===== src/rtl/types_pkg.sv =====
// Shared decode packet type plus the functional-unit classification used for steering.
package types_pkg;

    localparam int unsigned PC_W  = 32;
    localparam int unsigned OPC_W = 8;

    // Decoded packet as it leaves decode; fu_* flags name the target issue queue.
    typedef struct packed {
        logic [PC_W-1:0]  pc;
        logic [OPC_W-1:0] opcode;
        logic             fu_alu;
        logic             fu_mem;
        logic             fu_br;
    } decode_data;

    typedef enum logic [2:0] {
        FU_NONE,
        FU_ALU,
        FU_MEM,
        FU_BR,
        FU_MULTI
    } fu_sel_e;

    // Exactly one flag selects a unit; zero or several flags make the packet malformed.
    function automatic fu_sel_e fu_sel(input decode_data d);
        fu_sel_e sel;
        case ({d.fu_alu, d.fu_mem, d.fu_br})
            3'b000:  sel = FU_NONE;
            3'b100:  sel = FU_ALU;
            3'b010:  sel = FU_MEM;
            3'b001:  sel = FU_BR;
            default: sel = FU_MULTI;
        endcase
        return sel;
    endfunction

endpackage


===== src/rtl/dispatch_fifo.sv =====
// In-order packet buffer between decode and dispatch steering.
// Ports: clk/reset, push/pop/flush controls, wdata in, head (entry at rd_ptr),
//        full/empty status.
module dispatch_fifo
    import types_pkg::*;
#(
    parameter int unsigned DEPTH = 4
) (
    input  logic       clk,
    input  logic       reset,
    input  logic       push,
    input  logic       pop,
    input  logic       flush,
    input  decode_data wdata,
    output decode_data head,
    output logic       full,
    output logic       empty
);

    localparam int unsigned PTR_W = $clog2(DEPTH);
    localparam int unsigned CNT_W = PTR_W + 1;

    decode_data         mem [DEPTH];
    logic [PTR_W-1:0]   rd_ptr;
    logic [PTR_W-1:0]   wr_ptr;
    logic [CNT_W-1:0]   count;
    logic               push_ok;
    logic               pop_ok;

    assign full    = (count == CNT_W'(DEPTH));
    assign empty   = (count == '0);
    assign push_ok = push && !full && !flush;
    assign pop_ok  = pop && !empty && !flush;
    assign head    = mem[rd_ptr];

    // Pointers wrap naturally at DEPTH (power of two); flush squashes everything.
    always_ff @(posedge clk or posedge reset) begin
        if (reset) begin
            rd_ptr <= '0;
            wr_ptr <= '0;
            count  <= '0;
        end else if (flush) begin
            rd_ptr <= '0;
            wr_ptr <= '0;
            count  <= '0;
        end else begin
            if (push_ok) wr_ptr <= wr_ptr + PTR_W'(1);
            if (pop_ok)  rd_ptr <= rd_ptr + PTR_W'(1);
            case ({push_ok, pop_ok})
                2'b10:   count <= count + CNT_W'(1);
                2'b01:   count <= count - CNT_W'(1);
                default: count <= count;
            endcase
        end
    end

    // Storage needs no reset: unoccupied entries are never presented downstream.
    always_ff @(posedge clk) begin
        if (push_ok) mem[wr_ptr] <= wdata;
    end

endmodule


===== src/rtl/dispatch_ctrl.sv =====
// Dispatch controller: buffers decode packets and steers the head packet to the
// ALU, MEM or BR issue queue; malformed heads are dropped with illegal=1.
// Ports: clk/reset, flush, decode handshake (dec_valid/dec_ready/dec_data),
//        disp_data shared by all queues, per-queue valid/ready pairs, illegal,
//        saturating stall_cnt of cycles a legal head waited on its queue.
module dispatch_ctrl
    import types_pkg::*;
#(
    parameter int unsigned DEPTH   = 4,
    parameter int unsigned STALL_W = 16
) (
    input  logic               clk,
    input  logic               reset,
    input  logic               flush,
    input  logic               dec_valid,
    output logic               dec_ready,
    input  decode_data         dec_data,
    output decode_data         disp_data,
    output logic               alu_valid,
    input  logic               alu_ready,
    output logic               mem_valid,
    input  logic               mem_ready,
    output logic               br_valid,
    input  logic               br_ready,
    output logic               illegal,
    output logic [STALL_W-1:0] stall_cnt
);

    decode_data head;
    fu_sel_e    sel;
    logic       full;
    logic       empty;
    logic       push;
    logic       pop;
    logic       head_vld;
    logic       stall;

    // Ready depends only on buffered state and flush, never on downstream readies.
    assign dec_ready = !full && !flush;
    assign push      = dec_valid && dec_ready;
    assign disp_data = empty ? '0 : head;

    dispatch_fifo #(
        .DEPTH (DEPTH)
    ) u_fifo (
        .clk   (clk),
        .reset (reset),
        .push  (push),
        .pop   (pop),
        .flush (flush),
        .wdata (dec_data),
        .head  (head),
        .full  (full),
        .empty (empty)
    );

    // Steering: one-hot flags pick a queue, anything else is dropped as illegal.
    always_comb begin
        alu_valid = 1'b0;
        mem_valid = 1'b0;
        br_valid  = 1'b0;
        illegal   = 1'b0;
        stall     = 1'b0;
        head_vld  = !empty && !flush;
        sel       = fu_sel(head);
        if (head_vld) begin
            case (sel)
                FU_ALU: begin
                    alu_valid = 1'b1;
                    stall     = !alu_ready;
                end
                FU_MEM: begin
                    mem_valid = 1'b1;
                    stall     = !mem_ready;
                end
                FU_BR: begin
                    br_valid = 1'b1;
                    stall    = !br_ready;
                end
                default: illegal = 1'b1;
            endcase
        end
    end

    assign pop = illegal
              || (alu_valid && alu_ready)
              || (mem_valid && mem_ready)
              || (br_valid  && br_ready);

    // Saturating stall counter; survives flush, cleared only by reset.
    always_ff @(posedge clk or posedge reset) begin
        if (reset) begin
            stall_cnt <= '0;
        end else if (stall && (stall_cnt != {STALL_W{1'b1}})) begin
            stall_cnt <= stall_cnt + STALL_W'(1);
        end
    end

endmodule


===== config.mk =====
export PLATFORM = sky130hd
export DESIGN_NAME = dispatch_ctrl
export DESIGN_NICKNAME = d
export VERILOG_FILES = /design/src/rtl/types_pkg.sv /design/src/rtl/dispatch_fifo.sv /design/src/rtl/dispatch_ctrl.sv
export SDC_FILE = /design/constraint.sdc
export NUM_CORES = 1
export LEC_CHECK = 0
export CAP_MARGIN = 20
export CORE_UTILIZATION = 34
export CTS_BUF_LIST = sky130_fd_sc_hd__clkbuf_16
export DETAILED_ROUTE_END_ITERATION = 6
export SLEW_MARGIN = 30
export SYNTH_ARGS = -nofsm -noshare
export SYNTH_HDL_FRONTEND = slang
export SYNTH_SLANG_ARGS = --single-unit

===== constraint.sdc =====
create_clock -name clk -period 5.42 [get_ports clk]
set_input_delay 0.542 -clock clk [delete_from_list [all_inputs] [get_ports clk]]
set_output_delay 0.542 -clock clk [all_outputs]
set_load 0.05 [all_outputs]

==> reports/qor.txt <==
post-synth top area share - 64.7%
FF+latch count, synth - 195
Leakage Power - 3.30 nW
Worst Setup Start Kind - register
vias in the first global route - 4379
power density over the cells - 500 nW/um2
RePlAce Congestion - 0.802
clock tree buffer depth - 2
# fillers - 2042
Mapped Cells - 439
Vias/cell - 4.82
drt wl/cell - 18.3 um
Pins Over Slew Limit - 0
clk_lat worst skew - 0.43 ns
die width - 155 um
Seq/Total Area, Yosys - 71.9%
syn_nets - 495
Gate power share - 38.6%
Core Rows - 55
CP cell instances - mux2_4 > mux2i_1 > xnor2_1 > mux2i_1 > nor3_1 > clkdlybuf4s50_1
layout cells sized above 1 - 17.3%
CTS root buf - clkbuf_16
skew final - 0.00886 ns
clk slew on worst S/H paths - 0.07 ns
Setup Buffers After CTS - 0
Multi-input gate area - 2120 um2
Slew @ Worst Pin - 0.878 ns
core area - 22800 um2
CP Data Arrival Time - 3.47 ns
Synth area leaders - edfxtp_1, mux4_2, dfrtp_1
crit-path max FO - 32
pin count of the biggest net entering global routing - 46
layout overhead on the synthesized area - 26.3%
number of remaining DRC errors - 0
status - completed
mean post-synth cell area - 18.2 um2
H-tree levels - 4
die height - 155 um
Max Cap Viol - 0
Final #Nets - 615
die area - 24100 um2
CP Class - reg -> out
Fin. Hold Viols - 0
RSZ-0062 raised after global routing - no
antenna-violating nets left - 0
vias - 4266
Hold WS - 0.475 ns
initial detailed-routing violation count - 269
FF+latch area - 5750 um2
Post-synth EDFFs - 172
Cell variety after synth - 44
hpwl dp - 10200 um
total CTS buffers - 17
Async SR Flop Fraction - 11.8%
Clk network pwr share - 24.7%
Slew HR - 41.4%
Total GRT Usage - 14.2%
drt total wl - 16200 um
top_reg_cell synth - edfxtp_1
sw frac - 38.1%
post-route insts no fill - 885
crit path capture type - primary output
Required @ worst endpoint - 4.88 ns
initial antenna violation count - 2
Port Buf Inserts - 113
CTS Sinks - 195
most frequent cells in the layout - edfxtp_1, clkdlybuf4s50_1, nor2b_1, mux4_2, dfrtp_1
CTS tree - yes
Initial Utilization - 34.9%
internal power - 3.12 mW
Detailed Routing Iterations Pass 1 - 4
Final Power - 5.04 mW
post-synth design cell area - 7980 um2
grt total ovfl - 0
Max stage delay on crit path - 0.95 ns
minimum clock period - 4.02 ns
Most Frequent Cell on Critical Path - mux2i_1
first-pass GRT wire length - 25100 um
commonest non-fill, non-tap cell in the layout - edfxtp_1
final setup violation count - 0
Placed Cells - 852
Max Clock Freq - 249 MHz
Synthesis Warnings - 0
worst hold path class - in -> async
period utilization - 74.1%
Critical-path top delay cell - dfrtp_2
sequential power share - 36.6%
Setup Total Neg Slack - 0 ns
leading area contributor after synthesis - edfxtp_1
CTS Hold Bufs - 0
Psw - 1.92 mW
Ports - 114
post_cts resized - 0
worst ir drop on vdd - 0.373 mV
worst max-delay path, delay by kind of cell, from the launching register on:
family / cells / cell delay [ns]
XOR/XNOR: 1 / 0.18
flip-flops: 1 / 0.95
AND/OR/NAND/NOR: 1 / 0.16
buffers and inverters: 1 / 0.84
multiplexers: 3 / 0.92
area by class of cell:
| type | count | area share [%] |
|---|---|---|
| Multi-Input combinational cell | 217 | 21.1 |
| Clock inverter | 14 | 1.61 |
| Antenna cell | 1 | 0.0248 |
| Sequential cell | 195 | 57.0 |
| Tap cell | 313 | 3.88 |
| Inverter | 7 | 0.261 |
| Timing Repair Buffer | 121 | 11.9 |
| Clock buffer | 17 | 4.22 |
flip-flops by register name, summed over array words and instances (netlist names):
register	flops
stall_cnt	16
u_fifo.count	3
u_fifo.mem	172
u_fifo.rd_ptr	2
u_fifo.wr_ptr	2
cell usage after synthesis, types with 3 or more instances:
master      n
inv_1       7
mux2i_1     6
nand3_1    10
edfxtp_1  172
and3_1      3
dfrtp_1    23
nand4_1     5
mux4_2     41
nor3_1      7
nor2b_1    44
nor2_1     20
ha_1        5
a21oi_1     4
and2_1      5
or3_1       4
clkbuf_1   16
xor2_1      5
xnor2_1    13
buf_6       3
nand2_1    15
final timing paths:
check	from	endpoint	slack (ns)	cells after the start
max reg2reg	u_fifo.rd_ptr[1]$_DFFE_PP0P_	u_fifo.count[2]$_DFFE_PP0P_	1.64	8
max in group asynchronous	reset	u_fifo.rd_ptr[0]$_DFFE_PP0P_	4.56	2
min	reset	u_fifo.count[1]$_DFFE_PP0P_	0.47	2
max	u_fifo.rd_ptr[1]$_DFFE_PP0P_	illegal	1.40	6
min in group clk	stall_cnt[13]$_DFFE_PP0P_	stall_cnt[13]$_DFFE_PP0P_	0.51	1
min reg2reg	stall_cnt[13]$_DFFE_PP0P_	stall_cnt[13]$_DFFE_PP0P_	0.51	1
metrics by stage:
stage,cell area [um2],utilization [%],setup slack (ns)
6_report,10100,44.1,1.40
5_1_grt,10100,44.1,1.14
4_1_cts,10100,44.0,1.13
3_5_place_dp,9470,41.5,1.57
3_3_place_gp,9470,41.5,1.61
2_1_floorplan,7980,-,2.32
per-layer routing:
metal  wire [um]  global-route usage [%]  part of all wire (%)  up-vias
li1            -                       -                     -     1938
met1        6940                    18.4                    43     2173
met2        8030                    22.8                    50      138
met3        1110                    4.68                   6.8       15
met4         128                    3.92                  0.79        2
met5          11                       0                 0.068        -
power groups by stage:
stage	clock [mW]	sequential, mW	combinational [mW]
after CTS	1.27	1.89	1.94
after global placement	0	1.91	1.92
after global routing	1.33	1.87	2.07
after detailed placement	0	1.92	1.93
final	1.25	1.85	1.95
after floorplan	0	1.85	1.36
cells by family after synthesis:
family	synth area share (%)
compound gates	1.14
xor+xnor	1.98
fa+ha+maj	1.03
buf+inv	1.60
flops	71.9
mux	13.3
simple gates	9.06
(Power assumes the default switching activity.)
